**src/rtl/bus_arb_pkg.sv**
```systemverilog
// Shared types for the round-robin bus arbiter: FSM states, transaction status
// reported to the system, and the wait-counter width.
package bus_arb_pkg;

   localparam int unsigned TIMEOUT_W = 10;

   typedef enum logic [1:0] {
      ARB_IDLE,
      ARB_ISSUE,
      ARB_RESP
   } arb_state_t;

   typedef enum logic [1:0] {
      BUS_IDLE,
      BUS_READ,
      BUS_WRITE,
      BUS_ERROR
   } bus_transaction_t;

endpackage

```
**src/rtl/rr_pick.sv**
```systemverilog
// Combinational round-robin selector: first asserted request at or after ptr,
// scanning upward with wrap-around.
module rr_pick #(
   parameter int unsigned NUM_MASTERS = 4
) (
   input  logic [NUM_MASTERS-1:0]         req,
   input  logic [$clog2(NUM_MASTERS)-1:0] ptr,
   output logic                           grant_valid,
   output logic [$clog2(NUM_MASTERS)-1:0] grant_idx
);

   localparam int unsigned IDX_W = $clog2(NUM_MASTERS);

   int unsigned cand;

   always_comb begin
      grant_valid = 1'b0;
      grant_idx   = '0;
      cand        = 0;
      for (int unsigned i = 0; i < NUM_MASTERS; i++) begin
         cand = (int'(ptr) + i) % NUM_MASTERS;
         if (!grant_valid && req[cand]) begin
            grant_valid = 1'b1;
            grant_idx   = IDX_W'(cand);
         end
      end
   end

endmodule

```
**src/rtl/bus_arbiter.sv**
```systemverilog
// Round-robin arbiter serialising NUM_MASTERS requesters onto one bus slave.
// Optional slave-wait timeout is enabled with `define BUS_ARB_TIMEOUT_EN.
module bus_arbiter
   import bus_arb_pkg::*;
#(
   parameter int unsigned NUM_MASTERS    = 4,
   parameter int unsigned ADDR_WIDTH     = 32,
   parameter int unsigned DATA_WIDTH     = 32,
   parameter int unsigned TIMEOUT_CYCLES = 64
) (
   input  logic                              clk,
   input  logic                              rst_n,
   input  logic [NUM_MASTERS-1:0]            m_req,
   input  logic [NUM_MASTERS-1:0]            m_we,
   input  logic [NUM_MASTERS*ADDR_WIDTH-1:0] m_addr,
   input  logic [NUM_MASTERS*DATA_WIDTH-1:0] m_wdata,
   output logic [NUM_MASTERS-1:0]            m_ack,
   output logic                              m_err,
   output logic [DATA_WIDTH-1:0]             m_rdata,
   output logic                              s_req,
   output logic                              s_we,
   output logic                              s_valid,
   output logic [ADDR_WIDTH-1:0]             s_addr,
   output logic [DATA_WIDTH-1:0]             s_wdata,
   input  logic                              s_ack,
   input  logic [DATA_WIDTH-1:0]             s_rdata,
   output logic [$clog2(NUM_MASTERS)-1:0]    grant_idx,
   output bus_transaction_t                  cur_txn
);

   localparam int unsigned IDX_W = $clog2(NUM_MASTERS);

   if (NUM_MASTERS < 2 || NUM_MASTERS > 8 || TIMEOUT_CYCLES < 1 || TIMEOUT_CYCLES > 1023)
   begin : g_bad_cfg
      $error("bus_arbiter: parameter out of legal range");
   end

   arb_state_t             state_q,   state_d;
   bus_transaction_t       cur_txn_q, cur_txn_d;
   logic [IDX_W-1:0]       ptr_q,     ptr_d;
   logic [IDX_W-1:0]       grant_q,   grant_d;
   logic                   s_req_q,   s_req_d;
   logic                   s_we_q,    s_we_d;
   logic [ADDR_WIDTH-1:0]  s_addr_q,  s_addr_d;
   logic [DATA_WIDTH-1:0]  s_wdata_q, s_wdata_d;
   logic [NUM_MASTERS-1:0] m_ack_q,   m_ack_d;
   logic [DATA_WIDTH-1:0]  m_rdata_q, m_rdata_d;
`ifdef BUS_ARB_TIMEOUT_EN
   logic                   m_err_q,   m_err_d;
   logic [TIMEOUT_W-1:0]   wait_q,    wait_d;
`endif

   logic             pick_valid;
   logic [IDX_W-1:0] pick_idx;

   rr_pick #(
      .NUM_MASTERS (NUM_MASTERS)
   ) u_rr_pick (
      .req         (m_req),
      .ptr         (ptr_q),
      .grant_valid (pick_valid),
      .grant_idx   (pick_idx)
   );

   always_comb begin
      state_d   = state_q;
      cur_txn_d = cur_txn_q;
      ptr_d     = ptr_q;
      grant_d   = grant_q;
      s_req_d   = s_req_q;
      s_we_d    = s_we_q;
      s_addr_d  = s_addr_q;
      s_wdata_d = s_wdata_q;
      m_ack_d   = '0;
      m_rdata_d = m_rdata_q;
`ifdef BUS_ARB_TIMEOUT_EN
      m_err_d   = 1'b0;
      wait_d    = wait_q;
`endif
      unique case (state_q)
         ARB_IDLE: begin
            cur_txn_d = BUS_IDLE;
            if (pick_valid) begin
               grant_d   = pick_idx;
               s_req_d   = 1'b1;
               s_we_d    = m_we[pick_idx];
               s_addr_d  = m_addr[pick_idx*ADDR_WIDTH +: ADDR_WIDTH];
               s_wdata_d = m_wdata[pick_idx*DATA_WIDTH +: DATA_WIDTH];
               cur_txn_d = m_we[pick_idx] ? BUS_WRITE : BUS_READ;
               state_d   = ARB_ISSUE;
`ifdef BUS_ARB_TIMEOUT_EN
               wait_d    = '0;
`endif
            end
         end
         ARB_ISSUE: begin
            // ack takes priority over a timeout landing on the same cycle
            if (s_ack) begin
               s_req_d          = 1'b0;
               m_ack_d[grant_q] = 1'b1;
               m_rdata_d        = s_we_q ? '0 : s_rdata;
               state_d          = ARB_RESP;
            end
`ifdef BUS_ARB_TIMEOUT_EN
            else if (wait_q == TIMEOUT_W'(TIMEOUT_CYCLES)) begin
               s_req_d          = 1'b0;
               m_ack_d[grant_q] = 1'b1;
               m_err_d          = 1'b1;
               m_rdata_d        = '0;
               cur_txn_d        = BUS_ERROR;
               state_d          = ARB_RESP;
            end else begin
               wait_d = wait_q + 1'b1;
            end
`endif
         end
         ARB_RESP: begin
            ptr_d     = (grant_q == IDX_W'(NUM_MASTERS - 1)) ? '0 : grant_q + 1'b1;
            cur_txn_d = BUS_IDLE;
            state_d   = ARB_IDLE;
         end
         default: state_d = ARB_IDLE;
      endcase
   end

   always_ff @(posedge clk or negedge rst_n) begin
      if (!rst_n) begin
         state_q   <= ARB_IDLE;
         cur_txn_q <= BUS_IDLE;
         ptr_q     <= '0;
         grant_q   <= '0;
         s_req_q   <= 1'b0;
         s_we_q    <= 1'b0;
         s_addr_q  <= '0;
         s_wdata_q <= '0;
         m_ack_q   <= '0;
         m_rdata_q <= '0;
`ifdef BUS_ARB_TIMEOUT_EN
         m_err_q   <= 1'b0;
         wait_q    <= '0;
`endif
      end else begin
         state_q   <= state_d;
         cur_txn_q <= cur_txn_d;
         ptr_q     <= ptr_d;
         grant_q   <= grant_d;
         s_req_q   <= s_req_d;
         s_we_q    <= s_we_d;
         s_addr_q  <= s_addr_d;
         s_wdata_q <= s_wdata_d;
         m_ack_q   <= m_ack_d;
         m_rdata_q <= m_rdata_d;
`ifdef BUS_ARB_TIMEOUT_EN
         m_err_q   <= m_err_d;
         wait_q    <= wait_d;
`endif
      end
   end

   assign m_ack     = m_ack_q;
   assign m_rdata   = m_rdata_q;
   assign s_req     = s_req_q;
   assign s_valid   = s_req_q;
   assign s_we      = s_we_q;
   assign s_addr    = s_addr_q;
   assign s_wdata   = s_wdata_q;
   assign grant_idx = grant_q;
   assign cur_txn   = cur_txn_q;
`ifdef BUS_ARB_TIMEOUT_EN
   assign m_err     = m_err_q;
`else
   assign m_err     = 1'b0;
`endif

endmodule
```
**config.mk**
```make
export PLATFORM = sky130hd
export DESIGN_NAME = bus_arbiter
export DESIGN_NICKNAME = d
export VERILOG_FILES = /design/src/rtl/bus_arb_pkg.sv /design/src/rtl/rr_pick.sv /design/src/rtl/bus_arbiter.sv
export SDC_FILE = /design/constraint.sdc
export NUM_CORES = 1
export LEC_CHECK = 0
export BUFFER_PORTS_ARGS = -buffer_cell sky130_fd_sc_hd__buf_2
export CAP_MARGIN = 20
export CORE_AREA = 2 2 156 158
export CTS_BUF_LIST = sky130_fd_sc_hd__clkbuf_4 sky130_fd_sc_hd__clkbuf_8
export DETAILED_ROUTE_END_ITERATION = 10
export DIE_AREA = 0 0 158 160
export SYNTH_ARGS = -nofsm -noshare
export SYNTH_HDL_FRONTEND = slang
export SYNTH_SLANG_ARGS = --single-unit
```
**constraint.sdc**
```tcl
create_clock -name clk -period 2.7 [get_ports clk]
set_input_delay 0.135 -clock clk [delete_from_list [all_inputs] [get_ports clk]]
set_output_delay 0.135 -clock clk [all_outputs]
set_load 0.02 [all_outputs]
```
==> results.cfg <==
[status]
status = completed

[synthesis]
yosys-top-cells-count = mux2i_1, dfrtp_1, nand2_1
synth.largest_area_cell = dfrtp_1
synth_top_cell_area_share = 0.455
avgSynthCellArea_sq_um = 10.8
yosys_warnings = 0
synth-edff-count = 0
yosysSeqAreaShare = 0.455
syn_inst = 562
synth_seq_cells = 110
synth_ff_type = dfrtp_1
synth_nets = 865
yosysUniqueCellTypes = 31
syn_area_sq_mm = 0.00605
ys_async_sr_fraction = 1.00
synth.most_common_cell = mux2i_1
synth_area_leaders = dfrtp_1, mux2i_1, o221ai_1

[detailed_routing]
wirelength_um = 21100
drc = 0
antenna_left = 0
first_iter_violations = 219
wl_per_cell_um = 16.1
vias = 5947
first_pass_iters = 5
vias_per_cell = 4.54

[finish]
layout.nets = 1283
final_util = 0.373
n_antenna_cell = 0
n_fill_cell = 2468
fin_cells = 1309
syn_to_final_growth_pct = 46.7
post-route-cell-area_sq_mm = 0.00888
drive_gt1_frac = 0.457

[floorplan]
num_rows = 57
die-area_sq_mm = 0.0253
io_pins = 407
die-height_um = 160
fp.dieW_um = 158
initial_utilization = 0.254
coreArea_sq_mm = 0.0238

[clock_tree]
cts.sinks = 110
clk_pin_slew_ns = 0.13
clkLatencyLatePin_ns = 0.40
h-tree-depth = 3
cts_made_buffers = 9
tritoncts = built
ctsResizeCount = 0
cts.path.max_buffers = 2
cts_root_buf = clkbuf_8
post_cts_buffers = 0
ctsHoldBuffers = 34

[sta]
grt_setup_unrepaired = false
holdWs_ns = 0.0484
fmax_mhz = 454
period_minus_slack_ns = 2.20
finalWorstSetupSlack_ns = 0.496
drv_slew = 0
finalCritPeriodShare = 0.816
hold_viol = 0
slew_headroom = 0.416
fin_skew_ns = 0.0263
setup_viol = 0
tightest_slew_ns = 0.875
tns_ns = 0

[placement]
place_area_sq_mm = 0.00832
gp_congestion = 0.792
preCtsSetupSlack_ns = 0.510
placedCellCount = 1259
port_buffers = 405
dp_hpwl_um = 16000

[setup_path]
critPathCaptureType = flop
crit_type = flop to flop
worst_ep_arrival_time_ns = 2.45
critPathLaunchType = flop
worstPathMaxFanout = 39
critPathRequiredTime_ns = 2.94

[global_route]
grt_max_degree = 57
grt_pass1_wl_um = 31300
grt_antenna_before_repair = 0
track_usage = 0.161
grt-ovfl-total = 0
grt_pass1_vias = 6004

[pwr]
sw_frac_of_total = 0.456
peakVddDrop_mv = 0.368
p_seq_frac = 0.339
power_frac_clock = 0.135
p_int_mw = 4.56
power_leakage_nw = 4.67
power_mw = 8.38
p_per_area_mw_per_mm2 = 943
power_frac_comb = 0.526
power_switching_mw = 3.82

[flow_run]
cap_violations = 0

[hold_path]
hold_class = input pin to flop
[placed cells by master (no fill, tap or decap)]
cell type	n
buf_2	404
mux2i_1	131
dfrtp_1	110
nand2_1	104
o221ai_1	62
nand2b_1	34
o21ai_0	34
dlygate4sd3_1	34
buf_4	14
clkbuf_8	9
inv_1	5
o221ai_2	5
and2_1	4
ha_1	4
buf_12	4
a21oi_1	3
inv_12	3
mux2_2	2
clkinv_8	2
or2_2	1
nor4_1	1
nor2b_1	1
a211oi_1	1
nor2_1	1
a311oi_4	1
o2bb2ai_1	1
nor3_1	1
nand2_2	1
nand2b_2	1
mux2_1	1
o31ai_1	1
o21ai_1	1
or3_2	1
conb_1	1
inv_6	1
inv_8	1
[worst max-delay path: stages, from the launching register on]
cell      delay [ns]
dfrtp_1         0.49
mux2i_1         0.22
nor2_1          0.09
a311oi_4        0.32
buf_12          0.30
buf_12          0.23
mux2i_1         0.20
o221ai_1        0.14
[state kept, by name, indices dropped and copies added, names as in the netlist]
signal and count:
cur_txn 2, grant_idx 2, m_ack 4, m_rdata 32, ptr_q 2, s_addr 32
s_req 1, s_wdata 32, s_we 1, state_q 2
[layer usage]
layer | part of all wire | track usage | wire length, um | up-vias
met2 | 0.51 | 0.296 | 10700 | 266
li1 | - | - | - | 2875
met5 | 0 | 0 | 0 | -
met1 | 0.40 | 0.182 | 8500 | 2779
met3 | 0.066 | 0.0328 | 1390 | 27
met4 | 0.025 | 0.0553 | 526 | 0
[cell type report]
class | count | area [sq um] | area share
Clock inverter | 7 | 101 | 0.0114
Clock buffer | 9 | 124 | 0.0139
Sequential cell | 110 | 2750 | 0.310
Multi-Input combinational cell | 398 | 2940 | 0.330
Timing Repair Buffer | 456 | 2550 | 0.287
Tap cell | 324 | 405 | 0.0456
Inverter | 5 | 18.8 | 0.00211
[kinds of logic (layout without fill, tap and decap cells)]
| group | count (synthesis) | count (layout) | synth area share |
|---|---|---|---|
| AOI/OAI and AO/OA | 109 | 109 | 0.139 |
| and+or+nand+nor | 150 | 150 | 0.111 |
| muxes | 134 | 134 | 0.222 |
| other | 1 | 1 | 0.000619 |
| buffers and inverters | 54 | 477 | 0.0645 |
| adders and majority gates | 4 | 4 | 0.00827 |
| DFF | 110 | 110 | 0.455 |
[final timing paths]
| check | startpoint | endpoint | slack (ns) | depth (start not counted) |
|---|---|---|---|---|
| worst max-delay path | ptr_q[1]$_DFFE_PN0P_ | s_wdata[22]$_DFFE_PN0P_ | 0.50 | 7 |
| worst min-delay path | m_addr[104] | s_addr[8]$_DFFE_PN0P_ | 0.05 | 3 |
| worst max register to register | ptr_q[1]$_DFFE_PN0P_ | s_wdata[22]$_DFFE_PN0P_ | 0.50 | 7 |
| worst min register to register | m_rdata[21]$_DFFE_PN0P_ | m_rdata[21]$_DFFE_PN0P_ | 0.49 | 2 |
| max in group asynchronous | rst_n | state_q[0]$_DFFE_PN0P_ | 1.62 | 3 |
| min in group asynchronous | rst_n | s_wdata[14]$_DFFE_PN0P_ | 0.33 | 2 |
[power groups by stage]
stage	Combinational [mW]	Sequential, mW	Clock (mW)
5_1_grt	4.78	2.93	1.26
2_1_floorplan	2.18	3.69	0
6_report	4.41	2.84	1.13
4_1_cts	4.47	2.84	1.21
3_5_place_dp	4.43	2.87	0
3_3_place_gp	4.39	2.87	0
Note: power is estimated with default switching activity, not from simulation.
